==> src/rtl/uart_tx_fifo_if.sv <==
// Byte-write and status bundle between upstream logic and the UART transmitter.
// The serial line is carried here too so the transmitter has one bus port.
interface uart_tx_fifo_if #(
    parameter int unsigned ADDR_W = 3
) ();
    logic [7:0]      tx_data;
    logic            tx_wr;
    logic            fifo_full;
    logic            fifo_empty;
    logic [ADDR_W:0] fifo_cnt;
    logic            ovf_err;
    logic            tx_busy;
    logic            tx_done;
    logic            data_out;

    modport master (
        output tx_data, tx_wr,
        input  fifo_full, fifo_empty, fifo_cnt, ovf_err, tx_busy, tx_done, data_out
    );

    modport slave (
        input  tx_data, tx_wr,
        output fifo_full, fifo_empty, fifo_cnt, ovf_err, tx_busy, tx_done, data_out
    );
endinterface

==> src/rtl/uart_tx_fifo.sv <==
// UART 8N1 transmitter fed by a small write-side FIFO; frames go out LSB first,
// back to back, with a two-cycle idle-high gap (IDLE, LOAD) between frames.
module uart_tx_fifo #(
    parameter int unsigned CLK_FREQ   = 50_000_000,
    parameter int unsigned BAUD       = 9600,
    parameter int unsigned FIFO_DEPTH = 8,
    parameter int unsigned ADDR_W     = 3
) (
    input logic           s_clk,
    input logic           s_rst_n,
    uart_tx_fifo_if.slave bus
);
    localparam int unsigned BAUD_CNT = CLK_FREQ / BAUD;
    localparam int unsigned CNT_W    = (BAUD_CNT > 1) ? $clog2(BAUD_CNT) : 1;

    localparam logic [CNT_W-1:0]  BaudLast = CNT_W'(BAUD_CNT - 1);
    localparam logic [ADDR_W:0]   DepthVal = (ADDR_W + 1)'(FIFO_DEPTH);
    localparam logic [ADDR_W:0]   CntOne   = (ADDR_W + 1)'(1);
    localparam logic [ADDR_W-1:0] PtrOne   = ADDR_W'(1);

    localparam logic [1:0] IDLE = 2'd0;
    localparam logic [1:0] LOAD = 2'd1;
    localparam logic [1:0] SEND = 2'd2;

    logic [7:0]        mem_q [FIFO_DEPTH];
    logic [ADDR_W-1:0] wr_ptr_q, wr_ptr_d;
    logic [ADDR_W-1:0] rd_ptr_q, rd_ptr_d;
    logic [ADDR_W:0]   cnt_q, cnt_d;
    logic              full_q, full_d;
    logic              empty_q, empty_d;
    logic              ovf_q, ovf_d;

    logic [1:0]        state_q, state_d;
    logic [9:0]        frame_q, frame_d;
    logic [3:0]        bit_idx_q, bit_idx_d;
    logic [CNT_W-1:0]  baud_cnt_q, baud_cnt_d;
    logic              data_out_q, data_out_d;

    logic              wr_en;
    logic              pop;
    logic              frame_end;

    always_comb begin
        // Acceptance uses the registered full flag, so a pop in the same cycle frees no room.
        wr_en     = bus.tx_wr && !full_q;
        pop       = (state_q == IDLE) && !empty_q;
        frame_end = (state_q == SEND) && (bit_idx_q == 4'd9) && (baud_cnt_q == BaudLast);

        wr_ptr_d = wr_en ? (wr_ptr_q + PtrOne) : wr_ptr_q;
        rd_ptr_d = pop ? (rd_ptr_q + PtrOne) : rd_ptr_q;

        unique case ({wr_en, pop})
            2'b10:   cnt_d = cnt_q + CntOne;
            2'b01:   cnt_d = cnt_q - CntOne;
            default: cnt_d = cnt_q;
        endcase

        full_d  = (cnt_d == DepthVal);
        empty_d = (cnt_d == '0);
        ovf_d   = ovf_q | (bus.tx_wr & full_q);
    end

    always_comb begin
        state_d    = state_q;
        frame_d    = frame_q;
        bit_idx_d  = bit_idx_q;
        baud_cnt_d = baud_cnt_q;

        unique case (state_q)
            IDLE: begin
                if (pop) begin
                    state_d = LOAD;
                end
            end
            LOAD: begin
                // The read pointer already advanced on the pop; the byte sits one slot back.
                frame_d    = {1'b1, mem_q[rd_ptr_q - PtrOne], 1'b0};
                bit_idx_d  = 4'd0;
                baud_cnt_d = '0;
                state_d    = SEND;
            end
            SEND: begin
                if (baud_cnt_q == BaudLast) begin
                    baud_cnt_d = '0;
                    if (frame_end) begin
                        state_d = IDLE;
                    end else begin
                        bit_idx_d = bit_idx_q + 4'd1;
                    end
                end else begin
                    baud_cnt_d = baud_cnt_q + 1'b1;
                end
            end
            default: state_d = IDLE;
        endcase

        // Registered line driven from next-state values so the start bit follows LOAD directly.
        data_out_d = (state_d == SEND) ? frame_d[bit_idx_d] : 1'b1;
    end

    always_ff @(posedge s_clk) begin
        if (wr_en) begin
            mem_q[wr_ptr_q] <= bus.tx_data;
        end
    end

    always_ff @(posedge s_clk or negedge s_rst_n) begin
        if (!s_rst_n) begin
            wr_ptr_q   <= '0;
            rd_ptr_q   <= '0;
            cnt_q      <= '0;
            full_q     <= 1'b0;
            empty_q    <= 1'b1;
            ovf_q      <= 1'b0;
            state_q    <= IDLE;
            frame_q    <= '1;
            bit_idx_q  <= '0;
            baud_cnt_q <= '0;
            data_out_q <= 1'b1;
        end else begin
            wr_ptr_q   <= wr_ptr_d;
            rd_ptr_q   <= rd_ptr_d;
            cnt_q      <= cnt_d;
            full_q     <= full_d;
            empty_q    <= empty_d;
            ovf_q      <= ovf_d;
            state_q    <= state_d;
            frame_q    <= frame_d;
            bit_idx_q  <= bit_idx_d;
            baud_cnt_q <= baud_cnt_d;
            data_out_q <= data_out_d;
        end
    end

    assign bus.fifo_full  = full_q;
    assign bus.fifo_empty = empty_q;
    assign bus.fifo_cnt   = cnt_q;
    assign bus.ovf_err    = ovf_q;
    assign bus.tx_busy    = (state_q != IDLE);
    assign bus.tx_done    = frame_end;
    assign bus.data_out   = data_out_q;
endmodule

==> src/flat_wrapper.sv <==
// flat-port wrapper written by rule: the top's interface ports become plain ports
module uart_tx_fifo_flat 
#(
    parameter int unsigned CLK_FREQ   = 50_000_000,
    parameter int unsigned BAUD       = 9600,
    parameter int unsigned FIFO_DEPTH = 8,
    parameter int unsigned ADDR_W     = 3
)
  (s_clk, s_rst_n, bus_tx_data, bus_tx_wr, bus_fifo_full, bus_fifo_empty, bus_fifo_cnt, bus_ovf_err, bus_tx_busy, bus_tx_done, bus_data_out);
  uart_tx_fifo_if #(.ADDR_W(ADDR_W)) bus_i ();
  input logic s_clk;
  input logic s_rst_n;
  input wire logic [$bits(bus_i.tx_data)-1:0] bus_tx_data;
  input wire logic [$bits(bus_i.tx_wr)-1:0] bus_tx_wr;
  output wire logic [$bits(bus_i.fifo_full)-1:0] bus_fifo_full;
  output wire logic [$bits(bus_i.fifo_empty)-1:0] bus_fifo_empty;
  output wire logic [$bits(bus_i.fifo_cnt)-1:0] bus_fifo_cnt;
  output wire logic [$bits(bus_i.ovf_err)-1:0] bus_ovf_err;
  output wire logic [$bits(bus_i.tx_busy)-1:0] bus_tx_busy;
  output wire logic [$bits(bus_i.tx_done)-1:0] bus_tx_done;
  output wire logic [$bits(bus_i.data_out)-1:0] bus_data_out;
  assign bus_i.tx_data = bus_tx_data;
  assign bus_i.tx_wr = bus_tx_wr;
  assign bus_fifo_full = bus_i.fifo_full;
  assign bus_fifo_empty = bus_i.fifo_empty;
  assign bus_fifo_cnt = bus_i.fifo_cnt;
  assign bus_ovf_err = bus_i.ovf_err;
  assign bus_tx_busy = bus_i.tx_busy;
  assign bus_tx_done = bus_i.tx_done;
  assign bus_data_out = bus_i.data_out;
  uart_tx_fifo #(.CLK_FREQ(CLK_FREQ), .BAUD(BAUD), .FIFO_DEPTH(FIFO_DEPTH), .ADDR_W(ADDR_W)) u_core (.s_clk(s_clk), .s_rst_n(s_rst_n), .bus(bus_i));
endmodule
==> config.mk <==
export PLATFORM = sky130hd
export DESIGN_NAME = uart_tx_fifo_flat
export DESIGN_NICKNAME = d
export VERILOG_FILES = /design/src/rtl/uart_tx_fifo_if.sv /design/src/rtl/uart_tx_fifo.sv /design/src/flat_wrapper.sv
export SDC_FILE = /design/constraint.sdc
export NUM_CORES = 1
export LEC_CHECK = 0
export CORE_MARGIN = 4
export CORE_UTILIZATION = 45
export DETAILED_ROUTE_END_ITERATION = 12
export PLACE_DENSITY = 0.6
export SYNTH_ARGS = -nofsm -noshare
export SYNTH_HDL_FRONTEND = slang
export SYNTH_SLANG_ARGS = --single-unit
==> constraint.sdc <==
create_clock -name s_clk -period 6.9 [get_ports s_clk]
set_input_delay 1.38 -clock s_clk [delete_from_list [all_inputs] [get_ports s_clk]]
set_output_delay 1.38 -clock s_clk [all_outputs]
set_load 0.01 [all_outputs]
==> flow_metrics.env <==
export IMPL_critPathMaxStageDelay_ns=0.54
export IMPL_yosysUniqueCellTypes=47
export IMPL_routedWlPerCell_um=15.8
export IMPL_clock_tree_root_cell="sky130_fd_sc_hd__clkbuf_8"
export IMPL_worstHoldEndpoint="u_core.bus.ovf_err$_DFF_PN0_"
export IMPL_fin_tns_setup_ns=0
export IMPL_initial_core_utilization=0.469
export IMPL_die_area_mm2=0.0121
export IMPL_fp_dieW_um=110
export IMPL_worstPathRequired_ns=5.52
export IMPL_synth_area_top_cells="sky130_fd_sc_hd__edfxtp_1 41%, sky130_fd_sc_hd__dfrtp_1 17%, sky130_fd_sc_hd__mux4_2 7.7%"
export IMPL_timing_critical_path_slowest_stage_cell="sky130_fd_sc_hd__clkdlybuf4s50_1"
export IMPL_post_route_drc_count=0
export IMPL_fmaxAchievable_mhz=287
export IMPL_antenna_found_initial=0
export IMPL_timing_hold_worst_class="flip-flop to flip-flop"
export IMPL_clock_insertion_delay_worst_skew_ns=0.37
export IMPL_netlist_instances=314
export IMPL_post_synth_top_area_cell="sky130_fd_sc_hd__edfxtp_1"
export IMPL_timing_hold_worst_path_depth=1
export IMPL_power_density_mw_per_mm2=406
export IMPL_grt_start_max_net_pins=44
export IMPL_post_drt_via_cell_ratio=5.11
export IMPL_chipHeight_um=110
export IMPL_ff2ff_setup_slack_ns=3.83
export IMPL_avgSynthCellArea_um2=14.9
export IMPL_synth_seq_cells=107
export IMPL_yosys_warnings=0
export IMPL_globalRouteOverflowTotal=0
export IMPL_period_minus_slack_ns=3.49
export IMPL_finalSetupViolCount=0
export IMPL_status="finished clean"
export IMPL_first_global_vias=2481
export IMPL_fin_skew_ns=0.00942
export IMPL_crit_path_max_fanout=8
export IMPL_worst_ir_drop_vdd_uv=187
export IMPL_finalNetCount=363
export IMPL_synth_fp_nets=339
export IMPL_grt_first_pass_wirelength_mm=12.6
export IMPL_commonest_cells_after_routing_fill_and_taps_aside="64 x sky130_fd_sc_hd__edfxtp_1, 31 x sky130_fd_sc_hd__dfrtp_1, 29 x sky130_fd_sc_hd__nor2_1"
export IMPL_tritoncts_clock_tree="done"
export IMPL_dr_total_vias=2430
export IMPL_antenna_cells=0
export IMPL_synth_edff_count=64
export IMPL_final_hold_viols=0
export IMPL_post_route_period_util=0.505
export IMPL_core_region_area_mm2=0.00995
export IMPL_netlist_area_leader_share=0.412
export IMPL_dr_first_iter_drc_count=124
export IMPL_worst_endpoint_arrival_ns=2.11
export IMPL_worst_slew_margin_rel=0.225
export IMPL_globalplace_congestion=0.727
export IMPL_worst_path_dominant_cell_family="simple AND/OR/NAND/NOR gates"
export IMPL_drv_cap=0
export IMPL_route_antenna_remaining_nets=0
export IMPL_fp_row_count=36
export IMPL_design_portCount=21
export IMPL_critical_path_stages=5
export IMPL_clock_pin_transition_on_the_worst_setup_and_hold_timing_paths_ns=0.10
export IMPL_postLayoutSetupSlackWorst_ns=3.41
export IMPL_worstPathCellList="ha_1 > and4bb_2 > nand3_2 > nor2_1 > clkdlybuf4s50_1"
export IMPL_hp_start="u_core.bus.ovf_err$_DFF_PN0_"
export IMPL_worst_r2r_endpoint="u_core.bus.data_out$_DFF_PN1_"
export IMPL_numClockSinks=107
export IMPL_drive_gt1_frac=0.184
export IMPL_netlist_area_mm2=0.00467
export IMPL_hpwl_mm=5.20
export IMPL_globalRouteTotalUtil=0.141
export IMPL_dr_pass1_iters=4
export IMPL_postSynth_topFlopCell="sky130_fd_sc_hd__edfxtp_1"
export IMPL_critical_path_buf_inv_count=1
export IMPL_post_cts_resized_instances=0
export IMPL_dp_worst_setup_slack_ns=3.01
export IMPL_max_slew_worst_pin_slew_ns=1.15
export IMPL_power_leakage_nw=1.93
export IMPL_syn2layout_area_growth_pct=12.3
export IMPL_start_kind="flip-flop"
export IMPL_slew_viol_final=0
export IMPL_worst_r2r_startpoint="u_core.rd_ptr_q[0]$_DFFE_PN0P_"
export IMPL_seq_area_frac_synth=0.646
export IMPL_port_buffers=20
export IMPL_cts_htree_levels=3
export IMPL_post_cts_repair_setup_buffers=0
export IMPL_reg2reg_depth=9
export IMPL_fraction_of_registers_with_async_set_or_reset_after_synthesis=0.402
export IMPL_rsz0062_at_grt="no"
export IMPL_fillCellCount=820
export IMPL_path_class="flip-flop to output pin"
export IMPL_timing_critical_path_to_type="output pin"
export IMPL_holdBufCountCts=0
export IMPL_final_common_cell="sky130_fd_sc_hd__edfxtp_1"
export IMPL_cts_buffers=9
export IMPL_routed_wirelength_mm=7.51
export IMPL_cts_buffer_depth=2
==> worst reg2reg max path, cell delays in order (launching register included) <==
cell                      delay [ns]
sky130_fd_sc_hd__dfrtp_1        0.33
sky130_fd_sc_hd__buf_4          0.32
sky130_fd_sc_hd__inv_1          0.13
sky130_fd_sc_hd__ha_1           0.79
sky130_fd_sc_hd__mux4_2         0.42
sky130_fd_sc_hd__mux2i_1        0.20
sky130_fd_sc_hd__a21oi_1        0.13
sky130_fd_sc_hd__mux2_2         0.31
sky130_fd_sc_hd__o31ai_1        0.26
sky130_fd_sc_hd__o31ai_2        0.10
==> worst max-delay path by stage <==
stage / end / slack, ns / start
2_1_floorplan: u_core.bus.fifo_full$_DFF_PN0_ / 3.76 / bus_tx_wr
3_3_place_gp: u_core.bus.fifo_full$_DFF_PN0_ / 3.11 / bus_tx_wr
3_5_place_dp: u_core.bus.fifo_full$_DFF_PN0_ / 3.01 / bus_tx_wr
4_1_cts: bus_tx_done / 3.40 / u_core.baud_cnt_q[0]$_DFFE_PN0N_
5_1_grt: u_core.bus.fifo_full$_DFF_PN0_ / 3.22 / bus_tx_wr
6_report: bus_tx_done / 3.41 / u_core.baud_cnt_q[0]$_DFFE_PN0N_
==> metrics by stage <==
| step | area [um^2] | util | total power, W | instances | hold WS [ns] |
|---|---|---|---|---|---|
| after global routing | 5240 | 0.526 | 0.00228 | 476 | 0.501 |
| after CTS | 5240 | 0.526 | 0.00216 | 476 | 0.480 |
| after global placement | 5000 | 0.502 | 0.00171 | 460 | 0.439 |
| after detailed placement | 5000 | 0.502 | 0.00172 | 460 | 0.456 |
| after floorplan | 4670 | - | 0.00149 | 314 | 0.457 |
| final | 5240 | 0.526 | 0.00213 | 476 | 0.476 |
==> power breakdown <==
group	leakage [nW]	switching (W)	internal, W
clock	0.121	0.000225	0.000215
sequential	1.11	0.0000585	0.000829
combinational	0.695	0.000442	0.000357
total	1.93	0.000725	0.00140
==> logic make-up after synthesis <==
kind of cell | count (synthesis) | share of synthesized area
fa+ha+maj | 14 | 0.0392
simple gates | 82 | 0.0955
compound gates | 37 | 0.0518
buf+inv | 25 | 0.0217
flops | 107 | 0.646
mux | 32 | 0.113
xor+xnor | 17 | 0.0335
==> state kept, by name, summed over array words and instances (netlist names) <==
name,count
u_core.wr_ptr_q,3
u_core.bus.ovf_err,1
u_core.baud_cnt_q,13
u_core.bus.fifo_empty,1
u_core.bus.fifo_cnt,4
u_core.bit_idx_q,4
u_core.state_q,2
u_core.bus.data_out,1
u_core.rd_ptr_q,3
u_core.mem_q,64
u_core.frame_q,10
u_core.bus.fifo_full,1
==> per-layer routing <==
layer  routed length [um]  global-route usage
met1                 3640               0.193
met2                 3510               0.216
met3                  229              0.0388
met4                  130              0.0534
met5                    0                   0
==> synth_stat cells, types with 2 or more instances <==
| cell type | count |
|---|---|
| sky130_fd_sc_hd__edfxtp_1 | 64 |
| sky130_fd_sc_hd__dfrtp_1 | 31 |
| sky130_fd_sc_hd__nor2_1 | 29 |
| sky130_fd_sc_hd__inv_1 | 17 |
| sky130_fd_sc_hd__mux4_2 | 16 |
| sky130_fd_sc_hd__a21oi_1 | 13 |
| sky130_fd_sc_hd__ha_1 | 13 |
| sky130_fd_sc_hd__nand2_1 | 13 |
| sky130_fd_sc_hd__dfstp_2 | 12 |
| sky130_fd_sc_hd__mux2i_1 | 12 |
| sky130_fd_sc_hd__o21ai_0 | 10 |
| sky130_fd_sc_hd__xnor2_1 | 8 |
| sky130_fd_sc_hd__xor2_1 | 8 |
| sky130_fd_sc_hd__nand3_1 | 7 |
| sky130_fd_sc_hd__nand2b_1 | 5 |
| sky130_fd_sc_hd__nor2b_1 | 5 |
| sky130_fd_sc_hd__clkbuf_1 | 4 |
| sky130_fd_sc_hd__mux2_2 | 4 |
| sky130_fd_sc_hd__nand4_1 | 4 |
| sky130_fd_sc_hd__or3_1 | 4 |
| sky130_fd_sc_hd__a21o_1 | 3 |
| sky130_fd_sc_hd__buf_2 | 3 |
| sky130_fd_sc_hd__nor3_1 | 3 |
| sky130_fd_sc_hd__a21oi_2 | 2 |
| sky130_fd_sc_hd__o31ai_1 | 2 |
==> layout make-up <==
type	count	area [um^2]	area share
flip-flops and latches	107	3010	0.575
multi-input cells	182	1550	0.296
repair buffers	21	203	0.0387
well taps	133	166	0.0318
clock buffers	9	124	0.0237
clock inverters	7	116	0.0222
inverters	17	63.8	0.0122
No activity file was read; power rests on OpenSTA's default activity.
